**src/rtl/z80_mem_wr16_seq.sv**
```systemverilog
// Z80-style 16-bit memory store sequencer.
// Runs one T1/T2/Tw/T3 write cycle per byte: the low byte goes to nn and,
// in word mode, the high byte goes to nn+1. It reports completion, or an
// abort on a wait timeout, with a one-cycle done pulse.
module z80_mem_wr16_seq #(
    parameter int TIMEOUT = 16                 // max consecutive Tw per byte, 1..255
) (
    input  logic        clk,
    input  logic        reset_n,
    input  logic        req_valid,
    output logic        req_ready,
    input  logic [15:0] req_addr,
    input  logic [15:0] req_data,
    input  logic        req_word,
    output logic [15:0] bus_addr,
    output logic [7:0]  bus_dout,
    output logic        bus_mreq_n,
    output logic        bus_wr_n,
    input  logic        bus_wait_n,
    output logic        done,
    output logic        done_err,
    output logic [1:0]  bytes_written
);

    typedef enum logic [2:0] {
        S_IDLE,
        S_T1,
        S_T2,
        S_TW,
        S_T3
    } state_t;

    localparam logic [7:0] TIMEOUT_CNT = 8'(TIMEOUT);

    state_t      state;
    state_t      state_nxt;
    logic [15:0] lat_addr;
    logic [15:0] lat_data;
    logic        lat_word;
    logic        byte_idx;
    logic [7:0]  wait_cnt;
    logic        accept;
    logic        timeout_hit;
    logic        more_bytes;

    assign accept      = req_valid && req_ready;
    assign timeout_hit = (state == S_TW) && !bus_wait_n && (wait_cnt >= TIMEOUT_CNT);
    assign more_bytes  = !byte_idx && lat_word;

    // State register.
    // NOTE: sequential state uses non-blocking assignments so every register
    // samples pre-edge values; blocking here would create ordering races.
    always_ff @(posedge clk) begin
        if (!reset_n) begin
            state <= S_IDLE;
        end else begin
            state <= state_nxt;
        end
    end

    // Next-state logic for the bus-cycle sequence.
    // NOTE: the default assignment first keeps this block free of inferred
    // latches even when a branch below leaves state_nxt untouched.
    always_comb begin
        state_nxt = state;
        case (state)
            S_IDLE: if (accept) state_nxt = S_T1;
            S_T1:   state_nxt = S_T2;
            S_T2:   state_nxt = bus_wait_n ? S_T3 : S_TW;
            S_TW: begin
                if (bus_wait_n) begin
                    state_nxt = S_T3;
                end else if (timeout_hit) begin
                    state_nxt = S_IDLE;
                end
            end
            S_T3:   state_nxt = more_bytes ? S_T1 : S_IDLE;
            default: state_nxt = S_IDLE;
        endcase
    end

    // Strobes and handshake decoded from the current state.
    always_comb begin
        bus_mreq_n = 1'b1;
        bus_wr_n   = 1'b1;
        if (state == S_T2 || state == S_TW) begin
            bus_mreq_n = 1'b0;
            bus_wr_n   = 1'b0;
        end
        req_ready = (state == S_IDLE) && reset_n;
    end

    // Request latch, bus address/data, wait counter and completion status.
    always_ff @(posedge clk) begin
        if (!reset_n) begin
            lat_addr      <= 16'h0000;
            lat_data      <= 16'h0000;
            lat_word      <= 1'b0;
            byte_idx      <= 1'b0;
            wait_cnt      <= 8'd0;
            bus_addr      <= 16'h0000;
            bus_dout      <= 8'h00;
            done          <= 1'b0;
            done_err      <= 1'b0;
            bytes_written <= 2'd0;
        end else begin
            done <= 1'b0;
            case (state)
                S_IDLE: begin
                    if (accept) begin
                        lat_addr <= req_addr;
                        lat_data <= req_data;
                        lat_word <= req_word;
                        byte_idx <= 1'b0;
                        bus_addr <= req_addr;
                        bus_dout <= req_data[7:0];
                    end
                end
                S_T2: begin
                    if (!bus_wait_n) wait_cnt <= 8'd1;
                end
                S_TW: begin
                    if (timeout_hit) begin
                        done          <= 1'b1;
                        done_err      <= 1'b1;
                        bytes_written <= {1'b0, byte_idx};
                    end else if (!bus_wait_n) begin
                        wait_cnt <= wait_cnt + 8'd1;
                    end
                end
                S_T3: begin
                    if (more_bytes) begin
                        byte_idx <= 1'b1;
                        bus_addr <= lat_addr + 16'd1;   // wraps mod 2^16
                        bus_dout <= lat_data[15:8];
                    end else begin
                        done          <= 1'b1;
                        done_err      <= 1'b0;
                        bytes_written <= byte_idx ? 2'd2 : 2'd1;
                    end
                end
                default: ;
            endcase
        end
    end

endmodule
```
**config.mk**
```make
export PLATFORM = sky130hd
export DESIGN_NAME = z80_mem_wr16_seq
export DESIGN_NICKNAME = d
export VERILOG_FILES = /design/src/rtl/z80_mem_wr16_seq.sv
export SDC_FILE = /design/constraint.sdc
export NUM_CORES = 1
export LEC_CHECK = 0
export CORE_AREA = 2 2 73 89
export DETAILED_ROUTE_END_ITERATION = 7
export DIE_AREA = 0 0 75 91
export GPL_ROUTABILITY_DRIVEN = 0
export GPL_TIMING_DRIVEN = 0
export MAX_ROUTING_LAYER = met4
export PLACE_DENSITY = 0.93
export SYNTH_ARGS = -nofsm -noshare
export SYNTH_HDL_FRONTEND = slang
export SYNTH_SLANG_ARGS = --single-unit
```
**constraint.sdc**
```tcl
create_clock -name clk -period 4 [get_ports clk]
set_input_delay 0.6 -clock clk [delete_from_list [all_inputs] [get_ports clk]]
set_output_delay 0.6 -clock clk [all_outputs]
set_load 0.02 [all_outputs]
```
# Word-level counts from Yosys, hierarchy flattened
# Index checks and enable logic that the tools add are counted.
[op_classes]
addsub = 2
n_eq_ne = 12
n_bitwise = 0
n_reduce_logical = 17
mux = 30
multipliers = 0
n_shift = 0
magnitude_cmp = 1
div = 0
[ops]
columns = ["cell", "count"]
rows = [
  ["8-bit 2-to-1 mux", 5],
  ["16-bit 2-to-1 mux", 2],
  ["16-bit case mux with 2 select lines", 1],
  ["8-bit case mux with 2 select lines", 2],
  ["16-bit by 1-bit adder with 16-bit output, second input constant", 1],
  ["3-bit case mux with 5 select lines", 1],
  ["2-bit inequality test, second input constant", 7],
  ["3-bit 2-to-1 mux", 4],
  ["8-bit by 1-bit adder with 8-bit output, second input constant", 1],
  ["8-bit by 5-bit greater-or-equal comparator with 1-bit output, second input constant", 1],
  ["1-bit 2-to-1 mux", 8],
  ["3-bit by 2-bit == test with 1-bit output, second input constant", 2],
  ["2-bit 2-to-1 mux", 3],
  ["1-bit case mux with 2 select lines", 3],
  ["3-bit AND reduction", 2],
  ["2-bit nonzero test", 3],
  ["1-bit logical AND", 5],
  ["2-bit case mux with 2 select lines", 1],
  ["2-bit AND reduction", 2],
  ["4-bit AND reduction", 1],
  ["3-bit by 1-bit == test with 1-bit output, second input constant", 1],
  ["3-bit == test, second input constant", 1],
  ["3-bit logical NOT", 1],
  ["3-bit inequality test, second input constant", 1],
  ["2 further kinds", 3],
]
[totals]
ramBits = 0
register_bits = 73
rom_bits = 0
mem_count = 0
out_inout_bits = 31
latch_bits = 0

# Longest topological paths before layout
# Gate-level depths: netlist (run 1).
[logic_depth]
depth_word = 6
ltp_mapped = 9

# Worst setup path before layout (run 1)
# No wires, ideal clock.
[synth_timing]
path_kind = "input to register"
from = "in reset_n"
to = "reg bus_addr[1]"
required_time_ns = 3.912
setup_ns = 0.088
t_arrival_ns = 1.911
n_path_buf = 3
setup_slack_ns = 2.001
path_stages = 7
path_cell_list = "buf_2 nor4b_4 a22o_4 buf_6 buf_8 nor2_2 a311oi_2"
[synth_via]
elab_chain_len = 4
[synth_lines]
columns = ["element", "line", "source"]
rows = [
  ["start: declaration", "9", "input logic reset_n,"],
  ["1-bit logical AND", "90", "req_ready = (state == S_IDLE) && reset_n;"],
  ["named net req_ready", "11", "output logic req_ready,"],
  ["1-bit logical AND", "46", "assign accept = req_valid && req_ready;"],
  ["2-bit inequality test (no line)", "-", ""],
  ["3-bit AND reduction (no line)", "-", ""],
  ["end signal: assignment", "115", "bus_addr <= req_addr;"],
  ["end signal: assignment", "134", "bus_addr <= lat_addr + 16'd1;"],
  ["end: declaration", "15", "output logic [15:0] bus_addr,"],
]
# The timed path passes the listed nets, and every way through them passes these cells.
# A chain may end at the register's enable or synchronous reset.

# Final worst setup path (run 1)
[layout_timing]
from = "in reset_n"
to = "out req_ready"
[layout_via]
elab_chain_len = 1
[layout_lines]
columns = ["element", "line"]
rows = [
  ["1-bit logical AND", "90"],
  ["end: declaration", "11"],
]
# No other way between the ends.

==> flow_summary.yaml, run 1 <==
status:
  outcome: "finished, final reports clean"
sta:
  timing.slew.headroom_pct: 49.27
  tns_ps: 0
  setup_viol: 0
  tightest_slew_ps: 754.0
  fmax_mhz: 394.5
  min_period_ps: 2535
  maxSlewViolCount: 0
  rsz0062_at_grt: "no"
  finalHoldViolCount: 0
  clock_skew_ps: 5.205
  period_share_pct: 63.38
job:
  drv_cap: 0
final_layout:
  areaGrowthSynthToFinish_pct: 32.69
  layout_commonest_cell: "nand2_1"
  fillCellCount: 454
  final_cell_mix: "79 x nand2_1, 66 x clkdlybuf4s50_1, 65 x dfxtp_1"
  num_antenna_cells: 0
  drive_gt1_share_pct: 10.00
  fin_cells: 542
  fin_nets: 496
detailed_routing:
  vias: 3230
  drt.antenna.violating_nets: 0
  wl_per_cell_um: 16.80
  route.detailed.drc: 0
  wl_mm: 9.108
  drt_iter0_markers: 383
  drtPass1Iterations: 6
  vias_per_cell: 5.959
worst_setup_path:
  crit_type: "primary input to output port"
  path_cells: "buf_2 > nor4b_4 > clkdlybuf4s50_1"
  end_kind: "output port"
  reg2reg_from: "state[1]"
  crit_required_ps: 3400
  cp-start-kind: "primary input"
  worst_path_max_delay_cell: "clkdlybuf4s50_1"
  cp-startpoint: "reset_n"
  slowest_delay_ps: 690
  cp_max_fo: 9
  crit_arrival_ps: 1940
die:
  dieWidth_um: 75
  placementRows: 31
  start_util_pct: 52.37
  dieArea_mm2: 0.006825
  coreArea_mm2: 0.005934
  num_io_pins: 68
  dieHeight_um: 91
power:
  vdd_drop_max_v: 0.0002890
  p_int_mw: 1.279
  clkPwrFrac_pct: 39.9
  power_density_mw_per_mm2: 430.9
  swShare_pct: 28.02
  power.switching_uw: 497.9
  p_leak_nw: 1.480
  pwr-share-seq_pct: 41.8
  p_comb_share_pct: 18.3
clock_network:
  cts_resized: 0
  clk_pin_slew_worst_paths_ps: 70
  clockBufferDepth: 2
  cts_tree: "done"
  clock_latency_ps: 360
  cts_buffers: 9
  clock_sinks: 65
  h-tree-depth: 3
  root_buffer: "clkbuf_8"
  cts_setup_buffers: 0
  holdBufCountCts: 0
global_route:
  overflow: 0
  grt_first_pass_wirelength_mm: 14.68
  met3_usage_pct: 5.216
  use_met2_pct: 43.64
  met1_usage_pct: 35.01
  grt_usage_pct: 29.01
  grt_pass1_vias: 3085
  grt_max_degree: 13
  antenna_found_initial: 0
  busiest_layer: "met2"
placement:
  dp.cells: 526
  numPortBuffers: 66
  place_hpwl_mm: 6.136
yosys:
  yosys.area.top_type_share_pct: 41.87
  synth-warning-count: 0
  ys_types: 56
  avgSynthCellArea_um2: 8.222
  synthArstFlopShare_pct: 0
  syn_nets: 419
  synthCells: 378
  yosys-top-cells-area: "dfxtp_1 42%, nand2_1 9.5%, nand3_1 4.5%, o21ai_0 3.4%, nor2_1 3.1%"
  syn_area_mm2: 0.003108
  synth_seq_area_share_pct: 41.87
  ys_ff_latch: 65
  synth_edf_count: 0
  synth_top_area_cell: "dfxtp_1"
  synth_top_flop_cell: "dfxtp_1"
hold_path:
  hold_class: "flip-flop to flip-flop"
  hp-start: "bus_addr[2]"
==> worst max-delay path: cells and delay by family <==
| kind | cells | cell delay, ps |
|---|---|---|
| simple gates | 1 | 410 |
| buf+inv | 2 | 930 |
==> layer usage <==
layer	part of all wire, %	up-vias
met5	0	-
met4	4.6	0
met3	8.4	42
met2	48	210
met1	39	1479
li1	-	1499
==> power by group through the flow <==
stage | sequential, mW | clock, mW | combinational [mW]
6_report | 0.743 | 0.709 | 0.325
5_1_grt | 0.749 | 0.736 | 0.349
4_1_cts | 0.740 | 0.707 | 0.322
3_5_place_dp | 0.754 | 0 | 0.317
3_3_place_gp | 0.751 | 0 | 0.309
2_1_floorplan | 0.770 | 0 | 0.161
==> cell usage after synthesis (all sizes together), types with 2 or more instances <==
cell and n:
nand2 79, dfxtp 65, nand3 28, nor2 28, o21ai 23, buf 17, a21oi 14, a311oi 10
clkbuf 10, nor3 8, o211ai 8, nand4 7, nor4 7, inv 6, xnor2 6, mux2i 5
a31oi 4, and2 4, ha 4, a221oi 3, and3 3, and4 3, nor3b 3, o31ai 3
or3 3, a22oi 2, a32oi 2, clkinv 2, nor2b 2, nor4b 2, o21a 2, or3b 2
xor2 2
==> flip-flops by register name, summed over array words and instances, names as in the netlist <==
register / count
bus_addr: 16
lat_addr: 16
bus_dout: 8
lat_data: 8
wait_cnt: 8
state: 3
bytes_written: 2
byte_idx: 1
done: 1
done_err: 1
lat_word: 1
==> final timing paths <==
kind | endpoint | slack, ps | depth (start not counted)
max | req_ready | 1460 | 3
min | bus_addr[2] | 460 | 2
max reg2reg | bus_addr[8] | 1950 | 7
min reg2reg | bus_addr[2] | 460 | 2
==> kinds of logic after synthesis <==
group / share of synthesized area, %
AOI/OAI and AO/OA: 18.40
xor gates and xnor gates: 2.255
adders and majority gates: 1.610
buffers and inverters: 6.119
DFF: 41.87
muxes: 1.610
and+or+nand+nor: 28.14
==> final cells by class <==
type,instances,area (µm²),area share (%)
buffer,27,155.1,3.762
clock buffer,10,137.6,3.337
clock inverter,6,115.1,2.791
inverter,8,35.03,0.8495
multi-input combinational,278,1617,39.20
sequential,65,1301,31.55
tap,82,102.6,2.488
timing repair buffer,66,660.6,16.02
==> through the flow <==
step | util (%) | setup WS (ps) | power [mW] | hold slack, ps | cell area (µm²)
after floorplan | - | 2001 | 0.9316 | 434.3 | 3108
after global placement | 65.23 | 1498 | 1.060 | 443.4 | 3871
after detailed placement | 65.23 | 1476 | 1.070 | 447.8 | 3871
after CTS | 69.49 | 1474 | 1.769 | 466.7 | 4124
after global routing | 69.49 | 1408 | 1.834 | 485.4 | 4124
final | 69.49 | 1465 | 1.777 | 461.1 | 4124
No activity file was read; power rests on OpenSTA's default activity.
==> inputs of run 2 (changes only) <==
==> config.mk (replaced) <==
export PLATFORM = sky130hd
export DESIGN_NAME = z80_mem_wr16_seq
export DESIGN_NICKNAME = d
export VERILOG_FILES = /design/src/rtl/z80_mem_wr16_seq.sv
export SDC_FILE = /design/constraint.sdc
export NUM_CORES = 1
export LEC_CHECK = 0
export CORE_AREA = 2 2 79 96
export DETAILED_ROUTE_END_ITERATION = 7
export DIE_AREA = 0 0 81 98
export GPL_ROUTABILITY_DRIVEN = 0
export GPL_TIMING_DRIVEN = 0
export MAX_ROUTING_LAYER = met4
export PLACE_DENSITY = 0.85
export SYNTH_ARGS = -nofsm -noshare
export SYNTH_HDL_FRONTEND = slang
export SYNTH_SLANG_ARGS = --single-unit
==> constraint.sdc (replaced) <==
create_clock -name clk -period 2.3 [get_ports clk]
set_input_delay 0.345 -clock clk [delete_from_list [all_inputs] [get_ports clk]]
set_output_delay 0.345 -clock clk [all_outputs]
set_load 0.02 [all_outputs]
==> flow_summary.yaml, run 2 (same netlist as run 1, synthesis figures left out) <==
status:
  outcome: "finished, final reports clean"
global_route:
  overflow: 0
  grt_pass1_vias: 3070
  grt_first_pass_wirelength_mm: 13.83
  grt_max_degree: 13
  grt_usage_pct: 23.34
  antenna_found_initial: 0
die:
  coreArea_mm2: 0.007062
  dieHeight_um: 98
  dieArea_mm2: 0.007938
  num_io_pins: 68
  start_util_pct: 44.01
  placementRows: 34
  dieWidth_um: 81
clock_network:
  cts_tree: "done"
  root_buffer: "clkbuf_8"
  cts_setup_buffers: 0
  clk_pin_slew_worst_paths_ps: 70
  clock_latency_ps: 350
  clock_sinks: 65
  cts_buffers: 9
  h-tree-depth: 3
  clockBufferDepth: 2
sta:
  timing.slew.headroom_pct: 47.32
  tns_ps: 0
  period_share_pct: 95.24
  setup_ws_ps: 109.6
  fmax_mhz: 456.5
  clock_skew_ps: 5.359
  maxSlewViolCount: 0
  finalHoldViolCount: 0
  min_period_ps: 2190
  rsz0062_at_grt: "no"
  setup_viol: 0
  fin_hold_ws_ps: 406.0
  tightest_slew_ps: 782.9
hold_path:
  hold_class: "primary input to flip-flop"
worst_setup_path:
  cp-endpoint: "req_ready"
  crit_type: "flip-flop to output port"
  timing.rr.end: "bus_addr[15]"
  crit_required_ps: 1960
  cp-startpoint: "state[1]"
  crit_arrival_ps: 1850
  cp_max_fo: 9
  reg2reg_from: "state[1]"
  rr_worst_depth: 7
  cp-start-kind: "flip-flop"
  ff2ff_setup_slack_ps: 380
  end_kind: "output port"
placement:
  numPortBuffers: 66
  place_ws_ps: 132.0
  place_hpwl_mm: 6.319
detailed_routing:
  vias_per_cell: 5.762
  wl_met1_mm: 3.374
  wl_mm: 8.719
  drtPass1Iterations: 4
  route.detailed.drc: 0
  dr_wl_met3_um: 685
  highest_layer: "met4"
  met2WireLength_mm: 4.297
  vias: 3169
  drt.antenna.violating_nets: 0
  drt_iter0_markers: 187
  wl_per_cell_um: 15.85
power:
  power_density_mw_per_mm2: 716.6
  finalPower_mw: 2.947
  p_leak_nw: 1.463
  vdd_drop_max_v: 0.0004037
final_layout:
  fin_nets: 496
  final_cell_mix: "79 x nand2_1, 66 x clkdlybuf4s50_1, 65 x dfxtp_1"
  fillCellCount: 650
  areaGrowthSynthToFinish_pct: 32.33
  top_regs: "bus_addr (16), lat_addr (16)"
  layout_commonest_cell: "nand2_1"
  num_antenna_cells: 0
  drive_gt1_share_pct: 10.22
job:
  drv_cap: 0
run 2: where the power goes:
group	switching, mW	total (mW)	internal, mW
clock	0.461	1.10	0.641
combinational	0.299	0.558	0.259
sequential	0.0734	1.29	1.21
total	0.834	2.95	2.11
run 2: worst min path at each step:
| stage | slack [ps] | cells past startpoint | to | start |
|---|---|---|---|---|
| 2_1_floorplan | 430 | 2 | lat_data[10] | lat_data[10] |
| 3_3_place_gp | 440 | 2 | lat_data[8] | lat_data[8] |
| 3_5_place_dp | 450 | 2 | lat_data[8] | lat_data[8] |
| 4_1_cts | 410 | 3 | bus_addr[4] | reset_n |
| 5_1_grt | 440 | 3 | bus_addr[7] | reset_n |
| 6_report | 410 | 3 | bus_addr[3] | reset_n |
run 2: final cells by class:
class / count / area (µm²) / share of cell area, %
Sequential cell: 65 / 1301 / 31.64
Multi-Input combinational cell: 278 / 1619 / 39.37
Timing Repair Buffer: 66 / 660.6 / 16.06
Inverter: 8 / 35.03 / 0.8518
Buffer: 27 / 155.1 / 3.772
Clock buffer: 10 / 137.6 / 3.347
Clock inverter: 6 / 91.34 / 2.221
Tap cell: 90 / 112.6 / 2.738
run 2: critical path, cell delays in order, from the launching register on:
cell and delay [ps]:
dfxtp_1 390, nor4b_4 430, clkdlybuf4s50_1 680
run 2: metrics by stage:
| step | instances | utilization, % | cell area [µm²] |
|---|---|---|---|
| final | 550 | 58.24 | 4113 |
| after global routing | 550 | 58.24 | 4113 |
| after CTS | 550 | 58.20 | 4110 |
| after detailed placement | 534 | 54.96 | 3881 |
| after global placement | 534 | 54.96 | 3881 |
| after floorplan | 378 | - | 3108 |
run 2: routing by layer:
| layer | track usage (%) | up-vias |
|---|---|---|
| li1 | - | 1504 |
| met3 | 4.621 | 29 |
| met2 | 35.92 | 138 |
| met1 | 26.08 | 1498 |
| met5 | - | - |
| met4 | 17.73 | 0 |
run 2: timing repair:
action / CTS / global route
resized for setup: 0 / 1
hold buffers: 0 / 0
setup endpoints to repair: 0 / 1
